$ cat config.mk
export PLATFORM = sky130hd
export DESIGN_NAME = hazard_stall_unit
export DESIGN_NICKNAME = d
export VERILOG_FILES = /design/src/rtl/hazard_stall_unit.sv
export SDC_FILE = /design/constraint.sdc
export NUM_CORES = 1
export LEC_CHECK = 0
export ABC_CLOCK_PERIOD_IN_PS = 2700
export BUFFER_PORTS_ARGS = -buffer_cell sky130_fd_sc_hd__buf_2
export CAP_MARGIN = 20
export CORE_MARGIN = 2
export CORE_UTILIZATION = 49
export DETAILED_ROUTE_END_ITERATION = 6
export PLACE_DENSITY = 0.87
export SYNTH_ARGS = -nofsm -noshare
export SYNTH_HDL_FRONTEND = slang
export SYNTH_SLANG_ARGS = --single-unit
$ cat constraint.sdc
create_clock -name Clk -period 2.7 [get_ports Clk]
set_input_delay 0.54 -clock Clk [delete_from_list [all_inputs] [get_ports Clk]]
set_output_delay 0.54 -clock Clk [all_outputs]
set_load 0.01 [all_outputs]
$ cat src/rtl/hazard_stall_unit.sv
// ID-stage hazard detector: freezes PC and IF/ID and bubbles ID/EX on load-use,
// branch-operand and HI/LO (multi-cycle mult/div) hazards; counts stalled cycles.
module hazard_stall_unit #(
    parameter int MD_LATENCY = 4,
    parameter int CNT_W      = 16
) (
    input  logic             Clk,
    input  logic             Rst,
    input  logic [4:0]       IDRs,
    input  logic [4:0]       IDRt,
    input  logic             IDUsesRs,
    input  logic             IDUsesRt,
    input  logic             IDBranch,
    input  logic             IDMultDiv,
    input  logic             IDReadH,
    input  logic             IDReadL,
    input  logic             EXMemRead,
    input  logic             EXRegWrite,
    input  logic [4:0]       EXWriteReg,
    input  logic             MEMMemRead,
    input  logic [4:0]       MEMWriteReg,
    output logic             PCWrite,
    output logic             IFIDWrite,
    output logic             IDEXWrite,
    output logic             MDBusy,
    output logic [CNT_W-1:0] StallCycles
);

    // Keep the counter at least one bit wide so MD_LATENCY = 0 still elaborates;
    // in that case it only ever loads zero and MDBusy stays low.
    localparam int MD_W = (MD_LATENCY > 0) ? $clog2(MD_LATENCY + 1) : 1;
    localparam logic [MD_W-1:0] MD_LOAD = MD_W'(MD_LATENCY);

    logic [MD_W-1:0] md_cnt;
    logic            md_busy;
    logic            load_use_stall;
    logic            branch_ex_stall;
    logic            branch_mem_stall;
    logic            hilo_stall;
    logic            stall;
    logic            md_accept;

    function automatic logic match_x(input logic [4:0] r,
                                     input logic [4:0] rs, input logic use_rs,
                                     input logic [4:0] rt, input logic use_rt);
        return (r != 5'd0) && (((r == rs) && use_rs) || ((r == rt) && use_rt));
    endfunction

    assign md_busy = (md_cnt != '0);

    always_comb begin
        load_use_stall   = EXMemRead &&
                           match_x(EXWriteReg, IDRs, IDUsesRs, IDRt, IDUsesRt);
        branch_ex_stall  = IDBranch && EXRegWrite &&
                           match_x(EXWriteReg, IDRs, IDUsesRs, IDRt, IDUsesRt);
        branch_mem_stall = IDBranch && MEMMemRead &&
                           match_x(MEMWriteReg, IDRs, IDUsesRs, IDRt, IDUsesRt);
        hilo_stall       = md_busy && (IDReadH || IDReadL || IDMultDiv);
        stall            = load_use_stall || branch_ex_stall ||
                           branch_mem_stall || hilo_stall;
        md_accept        = IDMultDiv && !stall;
    end

    // Reset overrides the hazard logic so the front end keeps flowing while Rst is high.
    always_comb begin
        PCWrite   = Rst || !stall;
        IFIDWrite = Rst || !stall;
        IDEXWrite = Rst || !stall;
        MDBusy    = !Rst && md_busy;
    end

    // NOTE: sequential state uses non-blocking assignments so every register samples
    // pre-edge values; reset here is synchronous because Rst is only seen at the edge.
    always_ff @(posedge Clk) begin
        if (Rst) begin
            md_cnt      <= '0;
            StallCycles <= '0;
        end else begin
            if (md_accept)
                md_cnt <= MD_LOAD;
            else if (md_busy)
                md_cnt <= md_cnt - 1'b1;

            if (stall && (StallCycles != {CNT_W{1'b1}}))
                StallCycles <= StallCycles + 1'b1;
        end
    end

endmodule

After elaboration in Yosys (flattened, before gate mapping)
Index checks and enable logic that the tools add are counted.
{"block": "totals", "reg_bits": 19, "input_bits": 31, "out_inout_bits": 20, "elab_cells": 42}
{"block": "op_classes", "n_addsub": 2, "eq_ne": 5, "n_mux": 2, "n_reduce_logical": 30}
{"op": "5-bit == test", "count": 4}
{"op": "16-bit by 1-bit adder with 16-bit output (second input constant)", "count": 1}
{"op": "16-bit inequality test (second input constant)", "count": 1}
{"op": "1-bit logical AND", "count": 15}
{"op": "5-bit nonzero test", "count": 2}
{"op": "1-bit logical OR", "count": 8}
{"op": "3-bit 2-to-1 mux", "count": 2}
{"op": "3-bit nonzero test", "count": 1}
{"op": "3-bit by 1-bit subtractor with 3-bit output (second input constant)", "count": 1}
{"op": "1-bit logical NOT", "count": 2}
{"op": "2-bit nonzero test", "count": 1}
{"op": "2-bit OR reduction", "count": 1}

Longest topological paths before layout
Gate-level depths: netlist of the first run.
{"block": "logic_depth", "ltp_word": 11, "mapped_depth": 9, "ltp_nobuf": 7}

Worst setup path before layout of the first run
OpenSTA, ideal clock, no wires.
{"block": "synth_timing", "path_type": "in2out", "startpoint": "input port EXWriteReg[1]", "endpoint": "output port IFIDWrite", "t_arrival_ns": 1.995, "t_required_ns": 2.160, "slack_ns": 0.165, "cell_stages": 6, "cell_sequence": "or4_2 > o21ai_1 > o221ai_1 > buf_2 > nand2b_1 > buf_4"}
{"block": "synth_via", "elab_chain_cells": 10}
{"element": "start, declared", "line_no": "19", "source": "input logic [4:0] EXWriteReg,"}
{"element": "5-bit == test", "line_no": "46", "source": "return (r != 5'd0) && (((r == rs) && use_rs) || ((r == rt) && use_rt));"}
{"element": "1-bit logical AND", "line_no": "46"}
{"element": "1-bit logical OR", "line_no": "46"}
{"element": "1-bit logical AND *", "line_no": "46"}
{"element": "1-bit logical AND (on tied branches)", "line_no": "52, 54"}
{"element": "1-bit logical OR * (2 in a row)", "line_no": "59", "source": "stall = load_use_stall || branch_ex_stall ||"}
{"element": "1-bit logical OR *", "line_no": "60", "source": "branch_mem_stall || hilo_stall;"}
{"element": "1-bit logical NOT *"}
{"element": "1-bit logical OR *"}
{"element": "end, declared", "line_no": "23", "source": "output logic IFIDWrite,"}
Every way passes the cells marked *; elsewhere a longest branch is shown, timed or not.

Worst setup path after layout of the first run
{"block": "layout_timing", "startpoint": "input port MEMWriteReg[1]", "endpoint": "output port IDEXWrite"}
{"block": "layout_via", "elab_chain_cells": 9}
{"element": "start, declared", "line_no": "21", "source": "input logic [4:0] MEMWriteReg,"}
{"element": "5-bit == test", "line_no": "46"}
{"element": "1-bit logical AND", "line_no": "46"}
{"element": "1-bit logical OR", "line_no": "46"}
{"element": "1-bit logical AND *", "line_no": "46"}
{"element": "1-bit logical AND *", "line_no": "56", "source": "branch_mem_stall = IDBranch && MEMMemRead &&"}
{"element": "1-bit logical OR *", "line_no": "59"}
{"element": "1-bit logical OR *", "line_no": "60"}
{"element": "1-bit logical NOT *", "line_no": "68", "source": "IDEXWrite = Rst || !stall;"}
{"element": "1-bit logical OR *", "line_no": "68"}
{"element": "end, declared", "line_no": "24", "source": "output logic IDEXWrite,"}
Marked as above.

==> results of run 1 <==
[cell usage after synthesis (2+ instances only)]
cell type  instances  area share
or4_1              5       0.028
a32oi_1            2       0.013
xor2_1            16        0.10
and3_1             3       0.014
buf_4              3       0.017
clkbuf_1           2      0.0055
nand4_1            4       0.018
nor4_1             6       0.028
dfxtp_1           19        0.28
buf_2              2      0.0074
nand2b_1           2      0.0092
a21oi_1           11       0.041
ha_1               3       0.028
nor2b_1            8       0.037
nor2_1            13       0.036
and2_1             3       0.014
inv_1              5       0.014
mux2_2             5       0.041
o21ai_0            2      0.0074
nand2_1            8       0.022
o31ai_1            5       0.028
nand3_1            8       0.029
mux2_1             2       0.017
xnor2_1            5       0.032
[through the flow]
| step | util | instances | power, W |
|---|---|---|---|
| finish | 0.613 | 241 | 0.000942 |
| global route | 0.613 | 241 | 0.00101 |
| CTS | 0.612 | 241 | 0.000944 |
| detailed placement | 0.602 | 237 | 0.000801 |
| global placement | 0.602 | 237 | 0.000789 |
| floorplan | - | 161 | 0.000695 |
[registers in the layout, indices dropped and copies added (netlist names)]
signal,count
StallCycles,16
md_cnt,3
[per-layer routing]
metal,GRT usage,wire length [µm],up-vias
met3,0.0300,224,9
met1,0.235,1310,633
li1,-,-,683
met4,0.119,104,0
met5,0,0,-
met2,0.384,1600,59
[power breakdown]
| part | internal [W] | leakage (nW) | total [W] | switching (W) |
|---|---|---|---|---|
| combinational | 0.000195 | 0.564 | 0.000449 | 0.000254 |
| sequential | 0.000316 | 0.154 | 0.000349 | 0.0000329 |
| clock | 0.0000577 | 0.0150 | 0.000145 | 0.0000873 |
| total | 0.000568 | 0.733 | 0.000942 | 0.000374 |
[final cells by class]
class | count | share of cell area
multi-input combinational | 129 | 0.553
sequential | 19 | 0.231
timing repair buffer | 53 | 0.166
tap | 31 | 0.0235
clock buffer | 4 | 0.0159
inverter | 5 | 0.0114
[worst paths after layout]
| check | to | slack, ps | cells after the start |
|---|---|---|---|
| worst max-delay path | IDEXWrite | 130 | 6 |
| worst min-delay path | md_cnt[2] | 480 | 3 |
| worst max register to register | StallCycles[13] | 380 | 7 |
| worst min register to register | StallCycles[15] | 510 | 2 |
[timing repair]
action	CTS	global route
setup endpoints to repair	0	3
gates resized for setup	0	1
setup buffers	0	0
[critical path, stage by stage]
cell and delay (ps):
buf_2 120, or4_1 510, o211ai_1 290, o221ai_1 240
nand2b_1 170, buf_2 150
[cell usage in the layout, fill, tap and decap left out, types with 4 or more instances in the layout]
master and instances:
nor2b_1 8, nand2_1 8, inv_1 5, o31ai_1 5
nor4_1 6, xnor2_1 5, xor2_1 16, dfxtp_1 19
nand3_1 8, nor2_1 13, mux2_2 5, a21oi_1 11
buf_2 50, nand4_1 4, or4_1 5
[cells by family (layout without fill, tap and decap cells)]
family	Yosys count	in the layout	share of synthesized area
compound gates	29	29	0.151
buf+inv	13	62	0.0516
xor+xnor	21	21	0.135
simple gates	68	68	0.288
fa+ha+maj	3	3	0.0277
flops	19	19	0.280
mux	8	8	0.0654
==> impl_metrics.py, run 1 <==
metrics = {
    "synthesis": {
        "synth-seq-cells": 19,
        "async_flop_share": 0,
        "yosys_warnings": 0,
        "ys_types": 43,
        "synth_edf_count": 0,
        "netlist_instances": 161,
        "synth_area_per_cell_um2": 8.43,
        "dominantRegCellSynth": "dfxtp_1",
        "synth_nets": 195,
        "ys_seq_area_frac": 0.280,
        "synthesis.area_um2": 1360,
    },
    "clocking": {
        "ctsHoldBuffers": 0,
        "cts_tree": "yes",
        "clk_pin_slew_ps": 100,
        "cts-buffers-inserted": 3,
        "htreeDepth": 1,
        "clkSinkCount": 19,
        "worstSkewPairLatency_ps": 300,
        "cts-root-buf": "clkbuf_4",
        "cts_buffer_depth": 2,
    },
    "worst_setup_path": {
        "cp-startpoint": "MEMWriteReg[1]",
        "worstSetupPathType": "input port to primary output",
        "cp_max_fo": 3,
        "crit_required_ps": 2160,
        "crit_arrival_ps": 2030,
        "cp-end-kind": "primary output",
        "startpoint_type": "input port",
        "rr_startpoint": "StallCycles[0]",
    },
    "global_routing": {
        "grt_pass1_wl_mm": 5.44,
        "gr-usage-all-layers": 0.213,
        "grt_max_degree": 18,
        "grt_antenna_before_repair": 0,
        "grt_pass1_vias": 1319,
        "grt_overflow": 0,
    },
    "power": {
        "peakVddDrop_v": 0.000403,
        "powerDensity_nw_per_um2": 572,
        "leakagePower_nw": 0.733,
    },
    "timing": {
        "max_freq_ghz": 0.389,
        "period_minus_slack_ps": 2570,
        "hold_ws_ps": 483,
        "finClkSkew_ps": 0.724,
        "rsz0062_at_grt": "no",
        "tns_ps": 0,
        "relSlewSlack": 0.712,
        "setup_viol": 0,
        "setup_ws_ps": 131,
        "tightest_slew_ps": 428,
        "fin_crit_sh": 0.952,
        "hold_violations": 0,
        "finalMaxSlewViolations": 0,
    },
    "cells_and_area": {
        "num_antenna_cells": 0,
        "area_growth_pct": 21.4,
        "finalNetCount": 245,
        "multi_input_area_um2": 911,
        "final_area_um2": 1650,
        "final_layout_size_suffix_gt1_frac": 0.319,
        "fillCellCount": 249,
        "final-seq-area_um2": 380,
    },
    "floorplan": {
        "initial_core_util": 0.505,
        "die_x_um": 56.6,
        "coreArea_um2": 2690,
        "die_area_um2": 3210,
        "rows": 19,
        "ios": 51,
        "fp.dieH_um": 56.6,
    },
    "detailed_routing": {
        "dr_total_vias": 1384,
        "drt-initial-drc-count": 35,
        "viasPerCell": 5.74,
        "drt.antenna.violating_nets": 0,
        "wl_mm": 3.24,
        "drc_errors": 0,
        "routedWlPerCell_um": 13.4,
        "dr.pass1.iters": 4,
    },
    "placed_design": {
        "hpwl_mm": 2.53,
        "place_ws_ps": 106,
        "placed_area_um2": 1620,
        "io_buffers": 50,
        "routabilityCongestion": 0.814,
    },
    "min_path": {
        "min_from": "IDMultDiv",
        "hold_class": "input port to flip-flop",
    },
    "run_status": {
        "status": "completed",
    },
    "flow_run": {
        "drv_cap": 0,
    },
}
Note: power is estimated with default switching activity, not from simulation.
==> run 2, diff against run 1 <==
==> config.mk (replaced) <==
export PLATFORM = sky130hd
export DESIGN_NAME = hazard_stall_unit
export DESIGN_NICKNAME = d
export VERILOG_FILES = /design/src/rtl/hazard_stall_unit.sv
export SDC_FILE = /design/constraint.sdc
export NUM_CORES = 1
export LEC_CHECK = 0
export ABC_CLOCK_PERIOD_IN_PS = 2200
export BUFFER_PORTS_ARGS = -buffer_cell sky130_fd_sc_hd__buf_2
export CAP_MARGIN = 20
export CORE_MARGIN = 2
export CORE_UTILIZATION = 44
export DETAILED_ROUTE_END_ITERATION = 6
export PLACE_DENSITY = 0.83
export SYNTH_ARGS = -nofsm -noshare
export SYNTH_HDL_FRONTEND = slang
export SYNTH_SLANG_ARGS = --single-unit
==> constraint.sdc (replaced) <==
create_clock -name Clk -period 2.2 [get_ports Clk]
set_input_delay 0.44 -clock Clk [delete_from_list [all_inputs] [get_ports Clk]]
set_output_delay 0.44 -clock Clk [all_outputs]
set_load 0.01 [all_outputs]
==> run 2 against run 1 <==
First-iteration DRC count increased to 2.5 times the previous value. Clock skew increased by 1.9 ps. Sequential power increased by 18%. Die area increased by 11%. Critical path type unchanged. Clock power increased by 23%. Sequential share of layout area decreased by 3.3 points. Register-to-register slack got worse by 290 ps. Largest cell class unchanged. Clock-buffer cell count unchanged. Sequential cell count unchanged. The flow now finishes with violations (setup timing). Final area increased by 16%. Highest routed layer unchanged.
==> impl_metrics.py, run 2 (same netlist as run 1, synthesis figures left out) <==
metrics = {
    "cells_and_area": {
        "reg_top3": "StallCycles: 16 flops, md_cnt: 3 flops",
        "final_layout_size_suffix_gt1_frac": 0.423,
        "mostFrequentLayoutCell": "buf_2",
        "largest_register_ffs": 16,
        "final_cell_mix": "buf_2 (45), buf_4 (26), dfxtp_1 (19), xor2_1 (16), nor2_1 (13)",
        "top_register": "StallCycles",
        "area_growth_pct": 41.3,
        "final_area_um2": 1920,
        "num_antenna_cells": 0,
        "finalNetCount": 269,
    },
    "run_status": {
        "violations": "setup timing",
        "status": "finished, violations left",
    },
    "power": {
        "p_seq_frac": 0.297,
        "power_frac_clock": 0.128,
        "peakVddDrop_v": 0.000399,
        "leakagePower_nw": 0.872,
        "intPower_w": 0.000874,
        "swShare": 0.372,
        "powerDensity_nw_per_um2": 726,
        "p_sw_w": 0.000518,
        "pwr-share-comb": 0.575,
        "power.total_w": 0.00139,
    },
    "clocking": {
        "cts_tree": "yes",
        "clk_pin_slew_ps": 100,
        "clkSinkCount": 19,
        "cts-root-buf": "clkbuf_4",
        "htreeDepth": 1,
        "worstSkewPairLatency_ps": 300,
        "ctsHoldBuffers": 0,
        "cts-buffers-inserted": 3,
        "cts_buffer_depth": 2,
    },
    "worst_setup_path": {
        "r2r.worst_path.cells": 7,
        "startpoint_type": "input port",
        "worstSetupPathType": "input port to primary output",
        "cp_max_fo": 3,
        "reg2reg_setup_slack_ps": 90,
        "crit_arrival_ps": 1860,
        "rr_startpoint": "StallCycles[1]",
        "r2r-end": "StallCycles[9]",
        "crit_required_ps": 1760,
        "cp-end-kind": "primary output",
    },
    "placed_design": {
        "routabilityCongestion": 0.806,
        "placed_area_um2": 1750,
        "place_ws_ps": -227,
        "hpwl_mm": 2.75,
        "io_buffers": 50,
    },
    "timing": {
        "finalMaxSlewViolations": 0,
        "fin_crit_sh": 1.04,
        "tns_ps": -375,
        "hold_violations": 0,
        "max_freq_ghz": 0.435,
        "setup_ws_ps": -98.4,
        "period_minus_slack_ps": 2300,
        "relSlewSlack": 0.741,
        "setup_viol": 5,
        "rsz0062_at_grt": "yes",
        "tightest_slew_ps": 386,
        "finClkSkew_ps": 2.63,
    },
    "floorplan": {
        "die_x_um": 59.5,
        "fp.dieH_um": 59.5,
        "die_area_um2": 3550,
        "coreArea_um2": 3000,
        "initial_core_util": 0.452,
        "rows": 20,
        "ios": 51,
    },
    "global_routing": {
        "grt_pass1_vias": 1340,
        "grt_antenna_before_repair": 0,
        "gr-usage-all-layers": 0.206,
        "grt_pass1_wl_mm": 5.58,
        "grt_max_degree": 16,
        "grt_overflow": 0,
    },
    "detailed_routing": {
        "wl_mm": 3.54,
        "dr.pass1.iters": 6,
        "routedWlPerCell_um": 13.3,
        "drt-initial-drc-count": 89,
        "drt.antenna.violating_nets": 0,
        "drc_errors": 0,
        "viasPerCell": 5.63,
        "dr_total_vias": 1503,
    },
    "min_path": {
        "min_to": "md_cnt[2]",
        "hold_depth": 3,
        "hold_class": "input port to flip-flop",
        "min_from": "IDMultDiv",
    },
    "flow_run": {
        "drv_cap": 0,
    },
}
## run 2: cell count changes in the layout (fill, tap and decap cells not counted), moves of 4 or more
cell | previous run | this run
buf_2 | 50 | 45
buf_4 | 3 | 26
buf_6 | 0 | 5
nor4_1 | 6 | 2
nor4_2 | 1 | 5
## run 2: final cells by class
cell class	instances	area, µm²
timing repair buffer	77	492
fill	272	1080
clock buffer	4	26.3
multi-input combinational	129	960
inverter	5	18.8
tap	33	41.3
sequential	19	380
## run 2: critical path: stages
cell and delay (ps):
buf_8 100, or4_1 510, o211ai_1 250, o221ai_1 180
buf_4 200, nand2b_4 80, buf_6 100
## run 2: how the worst max path moves through the flow
stage | startpoint | end | slack, ps | depth (start not counted)
2_1_floorplan | StallCycles[0] | StallCycles[9] | 50 | 9
3_3_place_gp | EXWriteReg[4] | StallCycles[8] | -120 | 8
3_5_place_dp | EXWriteReg[4] | StallCycles[14] | -230 | 8
4_1_cts | MEMWriteReg[3] | PCWrite | -80 | 7
5_1_grt | EXWriteReg[1] | IDEXWrite | -180 | 9
6_report | MEMWriteReg[2] | IDEXWrite | -100 | 7
## run 2: routing by layer
layer / track usage / wire length [µm]
met4: 0.0921 / 45
met3: 0.0371 / 254
met1: 0.220 / 1360
met5: 0 / 0
met2: 0.386 / 1880
## run 2: repair_timing
item / 4_1_cts / 5_1_grt
setup endpoints to repair: 3 / 16
gates resized for setup: 7 / 10
buffers inserted: 6 / 2
pin swaps: 3 / 5
## run 2: power groups by stage
stage	combinational (W)	sequential, W	clock [W]
4_1_cts	0.000762	0.000413	0.000185
3_5_place_dp	0.000693	0.000421	0
3_3_place_gp	0.000673	0.000418	0
5_1_grt	0.000871	0.000419	0.000202
6_report	0.000801	0.000413	0.000178
2_1_floorplan	0.000451	0.000435	0
## run 2: metrics by stage
stage | instances | hold slack, ps | utilization
detailed placement | 255 | 495 | 0.584
finish | 267 | 392 | 0.639
global placement | 255 | 478 | 0.584
global route | 267 | 383 | 0.639
CTS | 265 | 381 | 0.620
floorplan | 161 | 472 | -
==> run 3, diff against run 2 <==
--- a/config.mk
+++ b/config.mk
@@ -12,6 +12,7 @@
 export CORE_UTILIZATION = 44
 export DETAILED_ROUTE_END_ITERATION = 6
 export PLACE_DENSITY = 0.83
+export REMOVE_ABC_BUFFERS = 1
 export SYNTH_ARGS = -nofsm -noshare
 export SYNTH_HDL_FRONTEND = slang
 export SYNTH_SLANG_ARGS = --single-unit
==> run 3 against run 2 <==
The flow still finishes with violations (setup timing). First-iteration DRC count grew 28%. Setup slack got worse by 140 ps. Sequential share of layout area shrank 1.7 points. Fmax shrank 5.7%. Core utilization up 6.1 points. Power up 9.0%. Largest power group unchanged.
==> impl_metrics.py, run 3 (same netlist as run 1, synthesis figures left out) <==
metrics = {
    "power": {
        "leakagePower_nw": 0.912,
        "peakVddDrop_v": 0.000323,
        "powerDensity_nw_per_um2": 722,
    },
    "clocking": {
        "cts_tree": "yes",
        "htreeDepth": 1,
        "cts-root-buf": "clkbuf_4",
        "clk_pin_slew_ps": 110,
        "ctsHoldBuffers": 0,
        "cts_buffer_depth": 2,
        "cts-buffers-inserted": 3,
        "clkSinkCount": 19,
        "worstSkewPairLatency_ps": 320,
    },
    "floorplan": {
        "fp.dieH_um": 59.5,
        "ios": 51,
        "die_x_um": 59.5,
        "rows": 20,
        "initial_core_util": 0.452,
        "die_area_um2": 3550,
        "coreArea_um2": 3000,
    },
    "timing": {
        "setup_ws_ps": -238,
        "hold_violations": 0,
        "max_freq_ghz": 0.410,
        "hold_ws_ps": 379,
        "relSlewSlack": 0.532,
        "tns_ps": -1310,
        "rsz0062_at_grt": "yes",
        "fin_crit_sh": 1.11,
        "finalMaxSlewViolations": 0,
        "finClkSkew_ps": 5.36,
        "setup_viol": 11,
        "period_minus_slack_ps": 2440,
        "tightest_slew_ps": 697,
    },
    "cells_and_area": {
        "reg_top3": "StallCycles: 16 flops, md_cnt: 3 flops",
        "area_growth_pct": 54.8,
        "largest_register_ffs": 16,
        "num_antenna_cells": 0,
        "finalNetCount": 270,
        "final_layout_size_suffix_gt1_frac": 0.494,
        "final_cell_mix": "buf_2 (42), buf_4 (22), dfxtp_1 (19), nor2_1 (13)",
        "top_register": "StallCycles",
        "final_util": 0.700,
        "mostFrequentLayoutCell": "buf_2",
    },
    "worst_setup_path": {
        "r2r.worst_path.cells": 10,
        "worstSetupPathType": "input port to primary output",
        "rr_startpoint": "md_cnt[0]",
        "reg2reg_setup_slack_ps": 30,
        "cp_max_fo": 3,
        "r2r-end": "StallCycles[11]",
        "crit_arrival_ps": 2000,
        "crit_required_ps": 1760,
        "startpoint_type": "input port",
        "cp-end-kind": "primary output",
    },
    "detailed_routing": {
        "dr.pass1.iters": 4,
        "drt-initial-drc-count": 114,
        "dr_total_vias": 1560,
        "drc_errors": 0,
        "drt.antenna.violating_nets": 0,
        "viasPerCell": 5.82,
        "wl_mm": 4.66,
        "routedWlPerCell_um": 17.4,
    },
    "global_routing": {
        "grt_max_degree": 20,
        "grt_antenna_before_repair": 0,
        "gr-usage-all-layers": 0.236,
        "grt_pass1_wl_mm": 6.29,
        "grt_overflow": 0,
        "grt_pass1_vias": 1469,
    },
    "placed_design": {
        "hpwl_mm": 2.62,
        "io_buffers": 50,
        "place_ws_ps": -294,
        "routabilityCongestion": 0.882,
    },
    "min_path": {
        "hold_class": "input port to flip-flop",
        "min_from": "IDMultDiv",
        "hold_depth": 3,
        "min_to": "md_cnt[2]",
    },
    "run_status": {
        "violations": "setup timing",
        "status": "finished, violations left",
    },
    "flow_run": {
        "drv_cap": 0,
    },
}
## run 3: changes by cell type in the layout (fill, tap and decap cells not counted), moves of 3 or more
| cell | previous run | this run |
|---|---|---|
| xor2_1 | 16 | 12 |
| buf_4 | 26 | 22 |
| or4_1 | 5 | 2 |
| nor4_4 | 0 | 3 |
| xor2_2 | 0 | 4 |
| buf_6 | 5 | 12 |
| mux2_2 | 5 | 2 |
| or4_4 | 1 | 4 |
| buf_2 | 45 | 42 |
| mux2_4 | 0 | 4 |
## run 3: layout make-up
| class | instances | area [µm²] |
|---|---|---|
| clock inverter | 1 | 5.00 |
| timing repair buffer | 77 | 526 |
| tap | 33 | 41.3 |
| fill | 216 | 901 |
| sequential | 19 | 380 |
| inverter | 5 | 18.8 |
| clock buffer | 3 | 22.5 |
| multi-input combinational | 130 | 1110 |
## run 3: stage by stage
step	instance area (µm²)	cells	power, W
finish	2100	268	0.00152
global route	2100	268	0.00159
CTS	1930	270	0.00133
detailed placement	1740	255	0.00106
global placement	1740	255	0.00104
floorplan	1310	153	0.000788
## run 3: critical path, cell delays in order
cell,delay (ps)
buf_2,120
xor2_1,160
nor4_1,490
a32oi_2,160
o221ai_2,250
buf_4,180
nand2b_4,70
buf_6,120
## run 3: worst max-delay path by stage
stage | from | to | depth (start not counted)
2_1_floorplan | EXWriteReg[1] | IDEXWrite | 4
3_3_place_gp | EXWriteReg[3] | StallCycles[8] | 8
3_5_place_dp | EXWriteReg[1] | StallCycles[11] | 8
4_1_cts | MEMWriteReg[3] | IFIDWrite | 7
5_1_grt | IDRs[3] | IDEXWrite | 8
6_report | IDRs[3] | IFIDWrite | 8
## run 3: routing by layer
metal / vias up / track usage / part of all wire
met4: 0 / 0.117 / 0.026
met2: 58 / 0.429 / 0.55
li1: 739 / - / -
met1: 750 / 0.243 / 0.37
met3: 13 / 0.0721 / 0.054
met5: - / 0 / 0
## run 3: repair_timing
action	4_1_cts	5_1_grt
setup buffers	11	1
resized for setup	14	35
pin swaps	10	20
hold endpoints to repair	0	0
setup endpoints to repair	3	19
cloned	0	1
## run 3: where the power goes
group	internal, W	total [W]	switching, W
sequential	0.000387	0.000416	0.0000284
clock	0.0000682	0.000189	0.000121
combinational	0.000440	0.000913	0.000473
